**config.mk**
```make
export PLATFORM = sky130hd
export DESIGN_NAME = calc_sequencer
export DESIGN_NICKNAME = d
export VERILOG_FILES = /design/src/rtl/calc_sequencer.sv
export SDC_FILE = /design/constraint.sdc
export NUM_CORES = 1
export LEC_CHECK = 0
export BUFFER_PORTS_ARGS = -buffer_cell sky130_fd_sc_hd__clkbuf_2
export CAP_MARGIN = 0
export CORE_MARGIN = 2
export CORE_UTILIZATION = 58
export CTS_CLUSTER_SIZE = 28
export DETAILED_ROUTE_END_ITERATION = 10
export HOLD_SLACK_MARGIN = 0.03
export PLACE_DENSITY = 0.79
export SLEW_MARGIN = 20
export SYNTH_ARGS = -nofsm -noshare
export SYNTH_HDL_FRONTEND = slang
export SYNTH_SLANG_ARGS = --single-unit
export TNS_END_PERCENT = 1
```
**constraint.sdc**
```tcl
create_clock -name clock_50m -period 3.3 [get_ports clock_50m]
set_input_delay 0.165 -clock clock_50m [delete_from_list [all_inputs] [get_ports clock_50m]]
set_output_delay 0.165 -clock clock_50m [all_outputs]
set_load 0.01 [all_outputs]
```
**src/rtl/calc_sequencer.sv**
```systemverilog
// Keypad calculator controller: operand/operator entry, ALU start/done sequencing,
// serial binary-to-BCD conversion and display buffer generation.
module calc_sequencer #(
    parameter int MAX_DIGITS  = 3,
    parameter int ALU_TIMEOUT = 1024
) (
    input  logic        clock_50m,
    input  logic        rst,
    input  logic        key_valid,
    input  logic [15:0] key_code,
    output logic        alu_start,
    output logic [2:0]  alu_op,
    output logic [9:0]  alu_a,
    output logic [9:0]  alu_b,
    input  logic        alu_done,
    input  logic [19:0] alu_result,
    input  logic        alu_neg,
    input  logic        alu_err,
    output logic [23:0] disp_bcd,
    output logic [5:0]  disp_blank,
    output logic [1:0]  disp_mode,
    output logic [2:0]  disp_op,
    output logic        disp_neg,
    output logic        busy
);
    localparam int CW = $clog2(MAX_DIGITS + 1);
    localparam int TW = $clog2(ALU_TIMEOUT + 1);

    typedef enum logic [2:0] {ENTER_A, ENTER_B, EXEC, CONV, SHOW, ERR} state_t;

    state_t        state_reg;
    logic [9:0]    a_reg, b_reg;
    logic [CW-1:0] a_cnt_reg, b_cnt_reg;
    logic [2:0]    op_reg;
    logic [23:0]   entry_bcd_reg;
    logic [TW-1:0] timer_reg;
    logic [19:0]   res_reg;
    logic          res_neg_reg;
    logic [19:0]   dd_bin_reg;
    logic [23:0]   dd_bcd_reg;
    logic [4:0]    dd_cnt_reg;

    logic          key_is_digit, key_is_op, key_is_eq;
    logic [3:0]    key_digit;
    logic [2:0]    key_op;
    logic [23:0]   entry_next, dd_adj, dd_bcd_next;

    always_comb begin
        key_is_digit = 1'b0;
        key_is_op    = 1'b0;
        key_is_eq    = 1'b0;
        key_digit    = 4'd0;
        key_op       = 3'd0;
        if (key_valid) begin
            case (key_code)
                16'h2000: begin key_is_digit = 1'b1; key_digit = 4'd0; end
                16'h0001: begin key_is_digit = 1'b1; key_digit = 4'd1; end
                16'h0002: begin key_is_digit = 1'b1; key_digit = 4'd2; end
                16'h0004: begin key_is_digit = 1'b1; key_digit = 4'd3; end
                16'h0010: begin key_is_digit = 1'b1; key_digit = 4'd4; end
                16'h0020: begin key_is_digit = 1'b1; key_digit = 4'd5; end
                16'h0040: begin key_is_digit = 1'b1; key_digit = 4'd6; end
                16'h0100: begin key_is_digit = 1'b1; key_digit = 4'd7; end
                16'h0200: begin key_is_digit = 1'b1; key_digit = 4'd8; end
                16'h0400: begin key_is_digit = 1'b1; key_digit = 4'd9; end
                16'h0008: begin key_is_op = 1'b1; key_op = 3'd0; end
                16'h0080: begin key_is_op = 1'b1; key_op = 3'd1; end
                16'h0800: begin key_is_op = 1'b1; key_op = 3'd2; end
                16'h8000: begin key_is_op = 1'b1; key_op = 3'd3; end
                16'h4000: begin key_is_op = 1'b1; key_op = 3'd4; end
                16'h1000: key_is_eq = 1'b1;
                default: ;
            endcase
        end
    end

    // The display copy of the operand is kept in BCD by shifting in each typed digit.
    assign entry_next = {entry_bcd_reg[19:0], key_digit};

    generate
        for (genvar gi = 0; gi < 6; gi++) begin : g_dd_adj
            assign dd_adj[gi*4 +: 4] = (dd_bcd_reg[gi*4 +: 4] >= 4'd5) ?
                                       dd_bcd_reg[gi*4 +: 4] + 4'd3 : dd_bcd_reg[gi*4 +: 4];
        end
    endgenerate
    assign dd_bcd_next = {dd_adj[22:0], dd_bin_reg[19]};

    function automatic logic [9:0] acc(input logic [9:0] v, input logic [3:0] d);
        logic [13:0] t;
        t = {4'd0, v} * 14'd10 + {10'd0, d};
        return t[9:0];
    endfunction

    // Digit 0 stays lit; higher digits blank while they and everything above are zero.
    function automatic logic [5:0] blank_of(input logic [23:0] b);
        logic       seen;
        logic [5:0] m;
        seen = 1'b0;
        m    = 6'b000000;
        for (int i = 5; i >= 1; i--) begin
            seen = seen | (b[i*4 +: 4] != 4'd0);
            m[i] = ~seen;
        end
        return m;
    endfunction

    always_ff @(posedge clock_50m) begin
        if (rst) begin
            state_reg     <= ENTER_A;
            a_reg         <= '0;
            b_reg         <= '0;
            a_cnt_reg     <= '0;
            b_cnt_reg     <= '0;
            op_reg        <= '0;
            entry_bcd_reg <= '0;
            timer_reg     <= '0;
            res_reg       <= '0;
            res_neg_reg   <= 1'b0;
            dd_bin_reg    <= '0;
            dd_bcd_reg    <= '0;
            dd_cnt_reg    <= '0;
            alu_start     <= 1'b0;
            alu_op        <= '0;
            alu_a         <= '0;
            alu_b         <= '0;
            disp_bcd      <= '0;
            disp_blank    <= 6'b111110;
            disp_mode     <= 2'd0;
            disp_op       <= '0;
            disp_neg      <= 1'b0;
            busy          <= 1'b0;
        end else begin
            alu_start <= 1'b0;
            case (state_reg)
                ENTER_A: begin
                    if (key_is_digit && a_cnt_reg < CW'(MAX_DIGITS)) begin
                        a_reg         <= acc(a_reg, key_digit);
                        a_cnt_reg     <= a_cnt_reg + CW'(1);
                        entry_bcd_reg <= entry_next;
                        disp_bcd      <= entry_next;
                        disp_blank    <= blank_of(entry_next);
                        disp_mode     <= 2'd0;
                        disp_neg      <= 1'b0;
                    end else if (key_is_op) begin
                        op_reg        <= key_op;
                        b_reg         <= '0;
                        b_cnt_reg     <= '0;
                        entry_bcd_reg <= '0;
                        state_reg     <= ENTER_B;
                        disp_mode     <= 2'd1;
                        disp_op       <= key_op;
                        disp_neg      <= 1'b0;
                    end
                end
                ENTER_B: begin
                    if (key_is_digit && b_cnt_reg < CW'(MAX_DIGITS)) begin
                        b_reg         <= acc(b_reg, key_digit);
                        b_cnt_reg     <= b_cnt_reg + CW'(1);
                        entry_bcd_reg <= entry_next;
                        disp_bcd      <= entry_next;
                        disp_blank    <= blank_of(entry_next);
                        disp_mode     <= 2'd0;
                        disp_neg      <= 1'b0;
                    end else if (key_is_op && b_cnt_reg == '0) begin
                        op_reg  <= key_op;
                        disp_op <= key_op;
                    end else if (key_is_eq && b_cnt_reg != '0) begin
                        state_reg <= EXEC;
                        alu_start <= 1'b1;
                        alu_op    <= op_reg;
                        alu_a     <= a_reg;
                        alu_b     <= b_reg;
                        busy      <= 1'b1;
                        timer_reg <= '0;
                    end
                end
                EXEC: begin
                    // A done arriving on the expiry cycle takes precedence over the timeout.
                    if (alu_done) begin
                        if (alu_err) begin
                            state_reg <= ERR;
                            busy      <= 1'b0;
                            disp_mode <= 2'd2;
                            disp_neg  <= 1'b0;
                        end else begin
                            res_reg     <= alu_result;
                            res_neg_reg <= alu_neg;
                            dd_bin_reg  <= alu_result;
                            dd_bcd_reg  <= '0;
                            dd_cnt_reg  <= '0;
                            state_reg   <= CONV;
                        end
                    end else if (timer_reg == TW'(ALU_TIMEOUT - 1)) begin
                        state_reg <= ERR;
                        busy      <= 1'b0;
                        disp_mode <= 2'd2;
                        disp_neg  <= 1'b0;
                    end else begin
                        timer_reg <= timer_reg + TW'(1);
                    end
                end
                CONV: begin
                    dd_bcd_reg <= dd_bcd_next;
                    dd_bin_reg <= {dd_bin_reg[18:0], 1'b0};
                    dd_cnt_reg <= dd_cnt_reg + 5'd1;
                    if (dd_cnt_reg == 5'd19) begin
                        state_reg  <= SHOW;
                        busy       <= 1'b0;
                        disp_bcd   <= dd_bcd_next;
                        disp_blank <= blank_of(dd_bcd_next);
                        disp_mode  <= 2'd0;
                        disp_neg   <= res_neg_reg;
                    end
                end
                SHOW, ERR: begin
                    if (key_is_digit) begin
                        a_reg         <= {6'd0, key_digit};
                        a_cnt_reg     <= CW'(1);
                        b_reg         <= '0;
                        b_cnt_reg     <= '0;
                        entry_bcd_reg <= {20'd0, key_digit};
                        state_reg     <= ENTER_A;
                        disp_bcd      <= {20'd0, key_digit};
                        disp_blank    <= 6'b111110;
                        disp_mode     <= 2'd0;
                        disp_neg      <= 1'b0;
                    end else if (key_is_op && state_reg == SHOW && !res_neg_reg
                                 && res_reg <= 20'd999) begin
                        a_reg         <= res_reg[9:0];
                        op_reg        <= key_op;
                        b_reg         <= '0;
                        b_cnt_reg     <= '0;
                        entry_bcd_reg <= '0;
                        state_reg     <= ENTER_B;
                        disp_mode     <= 2'd1;
                        disp_op       <= key_op;
                        disp_neg      <= 1'b0;
                    end
                end
                default: state_reg <= ENTER_A;
            endcase
        end
    end
endmodule

```
Word-level counts from Yosys, hierarchy flattened
Index checks and enable logic that the tools add are counted.
W data, S select, Z words.
{"block": "word_totals", "in_bits": 42, "register_bits": 189, "elab_cells": 265, "out_inout_bits": 61}
{"block": "op_classes", "magnitude_cmp": 9, "bitwise": 22, "n_eq_ne": 43, "reduce_logical": 45, "n_mux": 110, "addsub": 12, "multipliers": 2}
{"cell": "$mux W24", "n": 6}
{"cell": "$mux W20", "n": 6}
{"cell": "$pmux W24 S4", "n": 1}
{"cell": "$mux W10", "n": 8}
{"cell": "$pmux W20 S3", "n": 1}
{"cell": "$mux W3", "n": 19}
{"cell": "$mux W11", "n": 5}
{"cell": "$pmux W24 S2", "n": 1}
{"cell": "$reduce_bool A4 Y1", "n": 11}
{"cell": "$pmux W20 S2", "n": 1}
{"cell": "$pmux W4 S9", "n": 1}
{"cell": "$mux W2", "n": 16}
{"cell": "$ne A2 B2 Y1 const B", "n": 16}
{"cell": "$pmux W10 S3", "n": 1}
{"cell": "$ge A4 B3 Y1 const B", "n": 6}
{"cell": "$mux W4", "n": 6}
{"cell": "$mux W6", "n": 4}
{"cell": "$pmux W6 S4", "n": 1}
{"cell": "$pmux W11 S2", "n": 1}
{"cell": "$reduce_and A7 Y1", "n": 3}
{"cell": "$add A10 B4 Y10", "n": 2}
{"cell": "$add A4 B2 Y4 const B", "n": 5}
{"cell": "$le A20 B10 Y1 const B", "n": 1}
{"cell": "$mul A10 B3 Y9 const B", "n": 2}
{"cell": "other kinds (57)", "n": 119}

Logic depth before layout (Yosys ltp)
Gate-level depths: netlist of run 1.
{"block": "logic_depth", "word_depth": 10, "mapped_depth": 15, "mapped_depth_nobuf": 14}

Least setup slack after synthesis of run 1
Ideal clock, no wire load.
{"block": "synth_timing", "path_type": "input -> register", "start": "in key_code[1]", "end": "reg a_reg[8]", "t_arrival_ps": 2904, "path_buffers": 1, "path_stages": 15, "path_slack_ps": 322, "setup_ps": 74, "t_required_ps": 3226, "cell_sequence": "buf_2 -> nor3_2 -> nand4_2 -> nor4_4 -> nand2_1 -> inv_1 -> ha_1 -> nor2_1 -> nor3b_1 -> inv_1 -> nor4_1 -> and3b_1 -> xor2_1 -> nand2_1 -> a31oi_1"}
{"block": "synth_between", "elab_chain_len": 9, "word_cells_on_any_way": 34, "cone_classes": "add/sub: 1; eq/ne: 17; mux: 9; reduce/logical: 7"}
{"element": "start: declaration", "line": "10", "source": "input logic [15:0] key_code,"}
{"element": "parallel branches: the longest is 9 deep, another holds $add A10 B4 Y10"}
{"element": "end signal: assignment", "line": "137", "source": "a_reg <= acc(a_reg, key_digit);"}
{"element": "end signal: assignment", "line": "217", "source": "a_reg <= {6'd0, key_digit};"}
{"element": "end signal: assignment", "line": "229", "source": "a_reg <= res_reg[9:0];"}
{"element": "end: declaration", "line": "32", "source": "logic [9:0] a_reg, b_reg;"}
Parallel ways; which one is timed is not known. The select of a mux whose other input is x is not followed.
A chain may end at the register's enable or synchronous reset.

Worst setup path in the final report of run 1
{"block": "layout_timing", "start": "reg a_reg[3]", "end": "reg a_reg[8]"}
{"block": "layout_between", "elab_chain_len": 4}
{"element": "$mul A10 B3 Y9", "line": "90", "source": "t = {4'd0, v} * 14'd10 + {10'd0, d};"}
{"element": "$add A10 B4 Y10", "line": "90"}
{"element": "$mux W10", "line": "136", "source": "if (key_is_digit && a_cnt_reg < CW'(MAX_DIGITS)) begin"}
{"element": "$pmux W10 S2", "line": "134", "source": "case (state_reg)"}
No other way between the ends. The select of a mux whose other input is x is not followed.

==> metrics list, run 1 <==
- For the final database, setup skew stands at 0.00837 ns.
- The biggest area contributor in the post-synthesis netlist is dfxtp_1.
- Clock transition at the registers of the reported paths: 0.07 ns
- Slowest library cell on the worst path: fa_1
* Post-DR vias/cell: 5.93
- Site Rows: 48
* Maximum fanout encountered on the critical timing path: 4
* Result of the run: completed
- Lkg Pwr: 4.35 nW
- Area of the core region: 17100 sq um
- When the netlist entered floorplanning its net count stood at about 1300.
* Mean cell area of the mapped netlist: between 7 and 8 sq um
- For this run, design rule violations remaining after detail routing come to 0.
* Cts bufs inserted: 17
- Compared with the post-synthesis result, the final layout area differs by 14.5%.
* Final count of hold timing violations: 0
- Number of flops mapped to enable cells by yosys: 0
- The critical path goes through ha_1, ha_1, inv_1, fa_1, nor3b_1, inv_1, nor4_1, and3b_1, xor2_1, nand2_1, a31oi_1.
* Largest net degree at the start of global routing: 58
- The clock passes through at most 2 buffers.
* Total count of max-transition violations in the final report: 0
* Sequential cell area fraction in the yosys report: 37.5%
- Reg2reg path depth: 11
- Summed over its instances, the top area cell type makes up approximately 38% of the synthesized netlist area.
- The critical path is of the reg -> reg type.
- Cell depth of the worst hold path: 5
- Global routing consumed, over all layers together, 28.6% of the routing resources.
- Setup violations remaining at the end of the flow were counted as 0.
* Remaining antenna violation count: 0
* H-tree levels: 4
- The worst setup path is launched from a flip-flop.
* First-pass GRT wire length: 42300 um
* Vias in the first global route: 8626
- Clock root cell: clkbuf_16
- The worst-case IR drop observed on VDD is 0.000349 V.
- Tightest slew margin relative to the limit: 41.1%
- Die outline height: 136 um
- After layout, the design draws a total of 4.50 mW.
- Netlist area before placement: ~10000 sq um
* Synth Flop Type: dfxtp_1
- The final layout contains ~1400 nets.
- Excluding fillers, the count of instances in the completed layout stands at 1590.
* Cell total after placement: ~1500
- Count of warnings emitted by yosys: 0
- Number of standard cells after synthesis: 1256
- Power density over cell area: 392 nW/um^2
- STA puts the critical path data arrival time at ~3.3 ns.
* Most frequent standard cell in the layout excluding fill and tap cells: nand2_1
* Clock net sink count: 188
- Hold Path Class: in -> reg
- In this run, the number of DRC markers left after iteration 0 of detailed routing was 745.
- Remaining global-route overflow: 0
- Die span in x: 136 um
* Achievable frequency: 344 MHz
- Unrepaired setup endpoints after global routing: no
- For the worst setup path, the data required time is 3.67 ns.
- Max-capacitance violation count: 0
- Cells taking the most area after synthesis: dfxtp_1 (38%), nand2_1 (7.9%), ha_1 (5.6%)
- Detailed-router iteration count before antenna repair: 6
- Accumulated negative setup slack: 0 ns
* Hpwl dp: 18100 um
- Mean routed wirelength per cell: ~16 um
- The worst setup path is captured at a flip-flop.
- The number of antenna violations at the first check in global routing was 0.
- TritonCTS built the clock tree.
* Fraction of final layout cells sized beyond drive strength 1: 15.0%
* Slowest Stage Delay on Critical Path: between 0.4 and 0.5 ns
- During placement, the flow inserted port buffers numbering 101.
* Final wirelength: 25700 um
* Final critical path time including I/O delays and setup: ~2.9 ns
- The die covers 18400 sq um.
* Final weighted congestion in routability-driven placement: 0.916
- Clock latency of the later-clocked register in the worst-skew pair: about 0.44 ns
* Unique masters post-synth: a little under 80
- At the pin with the least slew margin, the transition time is approximately 0.87 ns.
* Period utilisation layout: approximately 88%
- Once the floorplan was initialized, standard cells occupied roughly 60% of the core.
- The number of antenna diodes in the final layout is 0.
- After synthesis, the share of flip-flops with an asynchronous set or reset is 0%.
- Post-synthesis register bit count: 188
- The top cell types in the final layout, fill and taps aside, are nand2_1 (209), dfxtp_1 (188), nor2_1 (112).
- Overall via count from detail_route: 9421
* Number of resized instances in the post-cts repair step: 0
- In this run the count of I/O pins placed on the die edge is 103.
[routing by layer]
layer  part of all wire [%]  routed length, um  track usage (%)  vias up
li1                       -                  -                -     4618
met1                     44              11400             38.2     4421
met2                     47              12100             47.0      330
met3                    6.2               1590             5.16       52
met4                    2.2                576             9.09        0
met5                      0                  0                0        -
[metrics by stage]
step	worst slack, ns	utilization (%)	hold WS, ns	instance area (sq um)
6_report	0.394	67.1	0.205	11500
5_1_grt	0.222	67.1	0.233	11500
4_1_cts	0.391	67.0	0.197	11500
3_5_place_dp	0.295	62.6	0.405	10700
3_3_place_gp	0.305	62.6	0.401	10700
2_1_floorplan	0.322	-	0.301	10000
[final cells by class]
cell class / instances / area, sq um
Clock buffer: 20 / 437
Clock inverter: 11 / 119
Fill cell: 1423 / 5630
Inverter: 33 / 124
Multi-Input combinational cell: 953 / 5750
Sequential cell: 188 / 3760
Tap cell: 225 / 282
Timing Repair Buffer: 160 / 1020
[timing repair]
action | CTS | global route
buffers inserted | 0 | 0
hold buffers | 21 | 0
endpoints found under the hold margin | 40 | 0
[final timing paths]
| path | startpoint | end | slack, ns |
|---|---|---|---|
| max | a_reg[3] | a_reg[8] | 0.39 |
| min | key_code[12] | op_reg[0] | 0.20 |
| max reg2reg | a_reg[3] | a_reg[8] | 0.39 |
| min reg2reg | alu_b[5] | alu_b[5] | 0.45 |
[synthesized netlist by cell type, types with 32 or more instances]
cell type and instances:
inv_1 33, nand2b_1 32, clkbuf_1 55, nand2_1 210, a311oi_1 42, nor3_1 36
a21oi_1 108, ha_1 45, nand3_1 46, o21ai_0 52, nor2_1 113, dfxtp_1 188
[where the power goes]
group | switching [mW] | internal (mW) | leakage, nW
combinational | 0.146 | 0.0865 | 2.56
clock | 0.886 | 1.11 | 0.274
sequential | 0.00549 | 2.27 | 1.51
[cell families after synthesis]
kind of cell,Yosys count,share of synthesized area (%)
AOI/OAI and AO/OA,293,18.9
xor gates and xnor gates,50,4.36
adders and majority gates,47,6.01
buffers and inverters,115,5.42
DFF,188,37.5
muxes,13,1.35
other,1,0.0374
and+or+nand+nor,549,26.4
[critical path: cells and delay by family (launching register included)]
kind | cells | cell delay [ns]
simple gates | 4 | 0.96
fa+ha+maj | 3 | 0.95
flops | 1 | 0.44
buf+inv | 2 | 0.17
compound gates | 1 | 0.16
xor+xnor | 1 | 0.14
No activity file was read; power rests on OpenSTA's default activity.
==> run 2, diff against run 1 <==
==> constraint.sdc (replaced) <==
create_clock -name clock_50m -period 3.3 [get_ports clock_50m]
set_input_delay 0.33 -clock clock_50m [delete_from_list [all_inputs] [get_ports clock_50m]]
set_output_delay 0.33 -clock clock_50m [all_outputs]
set_load 0.01 [all_outputs]
==> metrics list, run 2 (synthesis gave the netlist of run 1 again) <==
- Slowest Stage Delay on Critical Path: 0.54 ns (was 0.45 ns)
- Final weighted congestion in routability-driven placement: 0.930 (was 0.916)
- Global router's overall resource usage: 27.5% (was 28.6%)
- Setup Fix Bufs, Post-CTS: 0 (unchanged)
* Final worst clock skew: 0.00997 ns (was 0.00837 ns)
* Met1 track demand over resource in global routing: 37.0% (was 38.2%)
- Clock latency of the later-clocked register in the worst-skew pair: 0.44 ns (about the same)
- Overall via count from detail_route: 9280 (was 9421)
* Slowest library cell on the worst path: dfxtp_1 (was fa_1)
- Endpoint kind of the worst setup timing path: flip-flop (unchanged)
- The half-perimeter wire length of the detailed placement result was 17800 um (was 18100 um).
- The final worst-path cycle share was 86.7% (was 88.1%).
* Area of the core region: 17100 sq um (unchanged)
* Count of final setup violators: 0 (unchanged)
- Remaining global-route overflow: 0 (unchanged)
- Clock root cell: clkbuf_16 (unchanged)
- Post-layout net count: 1425 (was 1442)
* Most frequent cells in the layout: nand2_1 (209), dfxtp_1 (188), nor2_1 (112) (unchanged)
- Inserted Diodes: 0 (unchanged)
- Maximum fanout encountered on the critical timing path: 32 (was 4)
- Die span in x: 136 um (unchanged)
- The detailed-router iteration count before antenna repair is 6 (unchanged).
- The post-route core utilization was 65.8% (was 67.1%).
* Achievable frequency: 349 MHz (was 344 MHz)
- The worst hold margin came to 0.119 ns (was 0.205 ns).
- The count of buffer and inverter cells on the critical path is 1 (was 2).
* Most frequent standard cell in the layout excluding fill and tap cells: nand2_1 (unchanged)
* Post-route insts no fill: 1573 (was 1590)
- Max-capacitance violation count: 0 (unchanged)
- The maximum level of the CTS H-tree came to 4 (unchanged).
* Power density over cell area: 389 nW/um^2 (was 392 nW/um^2)
- Levels on crit path: 9 (was 11)
- The reported leakage power is 4.26 nW (was 4.35 nW).
- The placed cell count was 1542 (was 1538).
- Reg2reg path depth: 9 (was 11)
- Required @ worst endpoint: 3.66 ns (was 3.67 ns)
- Initial standard-cell utilization of the core: 58.6% (unchanged)
- Cell area reported after detailed placement: 10700 sq um (about the same)
* Busiest grt layer: met2 (unchanged)
- Die area: 18400 sq um (unchanged)
- Number of resized instances in the post-cts repair step: 0 (unchanged)
- Site Rows: 48 (unchanged)
- The transition at the pin with the smallest max-transition slack was 1.02 ns (was 0.874 ns).
* Remaining antenna violation count: 0 (unchanged)
- Deepest clock path buffer count: 2 (unchanged)
* Clock net sink count: 188 (unchanged)
* IO Port Bufs: 101 (unchanged)
- The DRC violation count after routing was 0 (unchanged).
* Fraction of final layout cells sized beyond drive strength 1: 15.6% (was 15.0%)
* Kind of cell adding the most delay to the critical path: simple AND/OR/NAND/NOR gates (unchanged)
- Data arrival, critical path: 3.22 ns (was 3.27 ns)
- Hold Path Class: in -> reg (unchanged)
* Unrepaired setup endpoints after global routing: no (unchanged)
- Clock transition at the registers of the reported paths: 0.07 ns (about the same)
- Crit path launch type: flip-flop (unchanged)
- The met3 demand-to-capacity share in global routing was 4.68% (was 5.16%).
* Quantity of hold-fixing buffers added after cts: 0 (was 21)
* Total count of max-transition violations in the final report: 0 (unchanged)
* Mean routed wirelength per cell: 15.8 um (was 16.2 um)
* Worst setup path category: reg -> reg (unchanged)
- Top-level I/O count: 103 (unchanged)
- CTS tree: done (unchanged)
* Tightest slew margin relative to the limit: 31.5% (was 41.1%)
* Layout-stage area growth over the synthesis result: 12.3% (was 14.5%)
- The pin count of the biggest net entering global routing was 56 (was 58).
- The via density per instance came to 5.90 (was 5.93).
- The number of hold violations in the final report was 0 (unchanged).
* Antenna violations before repair: 0 (unchanged)
- Accumulated negative setup slack: 0 ns (unchanged)
* Final critical path time including I/O delays and setup: 2.86 ns (was 2.91 ns)
* Met2 routing resource usage after global routing: 44.7% (was 47.0%)
- The cell depth of the worst hold path is 3 (was 5).
- The DRC violation total after the first TritonRoute iteration came to 648 (was 745).
* Final wirelength: 24900 um (was 25700 um)
* Vias in the first global route: 8394 (was 8626)
* Result of the run: completed (unchanged)
* Critical path, cell by cell: and2b_2, nand4_1, a2111oi_2, o22ai_1, a22oi_2, and3b_2, buf_4, nand3_1, o21ai_0 (was ha_1, ha_1, inv_1, fa_1, nor3b_1, inv_1, nor4_1, and3b_1, xor2_1, nand2_1, a31oi_1)
* Cts bufs inserted: 17 (unchanged)
* Largest voltage drop on the vdd net: 0.000371 V (was 0.000349 V)
- The first-pass GRT wire length came to 40800 um (was 42300 um).
- Die outline height: 136 um (unchanged)
* Final standard cell area without fillers: 11300 sq um (was 11500 sq um)
[run 2: changes by cell type in the layout (fill, tap and decap cells not counted), sizes merged]
| cell | change |
|---|---|
| clkbuf | +1 |
| buf | +4 |
| dlygate4sd3 | -21 |
| bufinv | -2 |
| clkinvlp | +1 |
[run 2: worst paths after layout]
kind | slack, ns | start | end
hold / removal | 0.12 | alu_neg | res_neg_reg
setup reg to reg | 0.44 | state_reg[2] | entry_bcd_reg[12]
hold reg to reg | 0.45 | alu_a[7] | alu_a[7]
setup / recovery | 0.44 | state_reg[2] | entry_bcd_reg[12]
[run 2: layer usage]
| metal | vias to the layer above | part of all wire (%) |
|---|---|---|
| li1 | 4599 | - |
| met1 | 4338 | 45 |
| met2 | 289 | 47 |
| met3 | 54 | 5.4 |
| met4 | 0 | 2.8 |
| met5 | - | 0 |
[run 2: per-stage QoR]
stage	worst slack [ns]	power, mW
3_3_place_gp	0.115	2.53
6_report	0.438	4.38
4_1_cts	0.500	4.39
5_1_grt	0.199	4.51
3_5_place_dp	0.0559	2.53
2_1_floorplan	0.157	2.47
[run 2: report_power, final]
part / total [mW] / internal, mW / switching (mW)
logic: 0.211 / 0.0715 / 0.140
clock network: 1.90 / 0.998 / 0.898
registers: 2.28 / 2.27 / 0.00594
total: 4.38 / 3.34 / 1.04
[run 2: worst register-to-register path: cells and delay by family, from the launching register on]
kind,cells,cell delay (ns)
and+or+nand+nor,4,1.06
AOI/OAI and AO/OA,4,0.87
buffers and inverters,1,0.31
DFF,1,0.54
[run 2: area by class of cell]
class | count | area, sq um
fillers | 1499 | 5850
clock buffers | 21 | 460
multi-input cells | 953 | 5740
well taps | 225 | 282
clock inverters | 10 | 66.3
flip-flops and latches | 188 | 3760
repair buffers | 143 | 836
inverters | 33 | 124
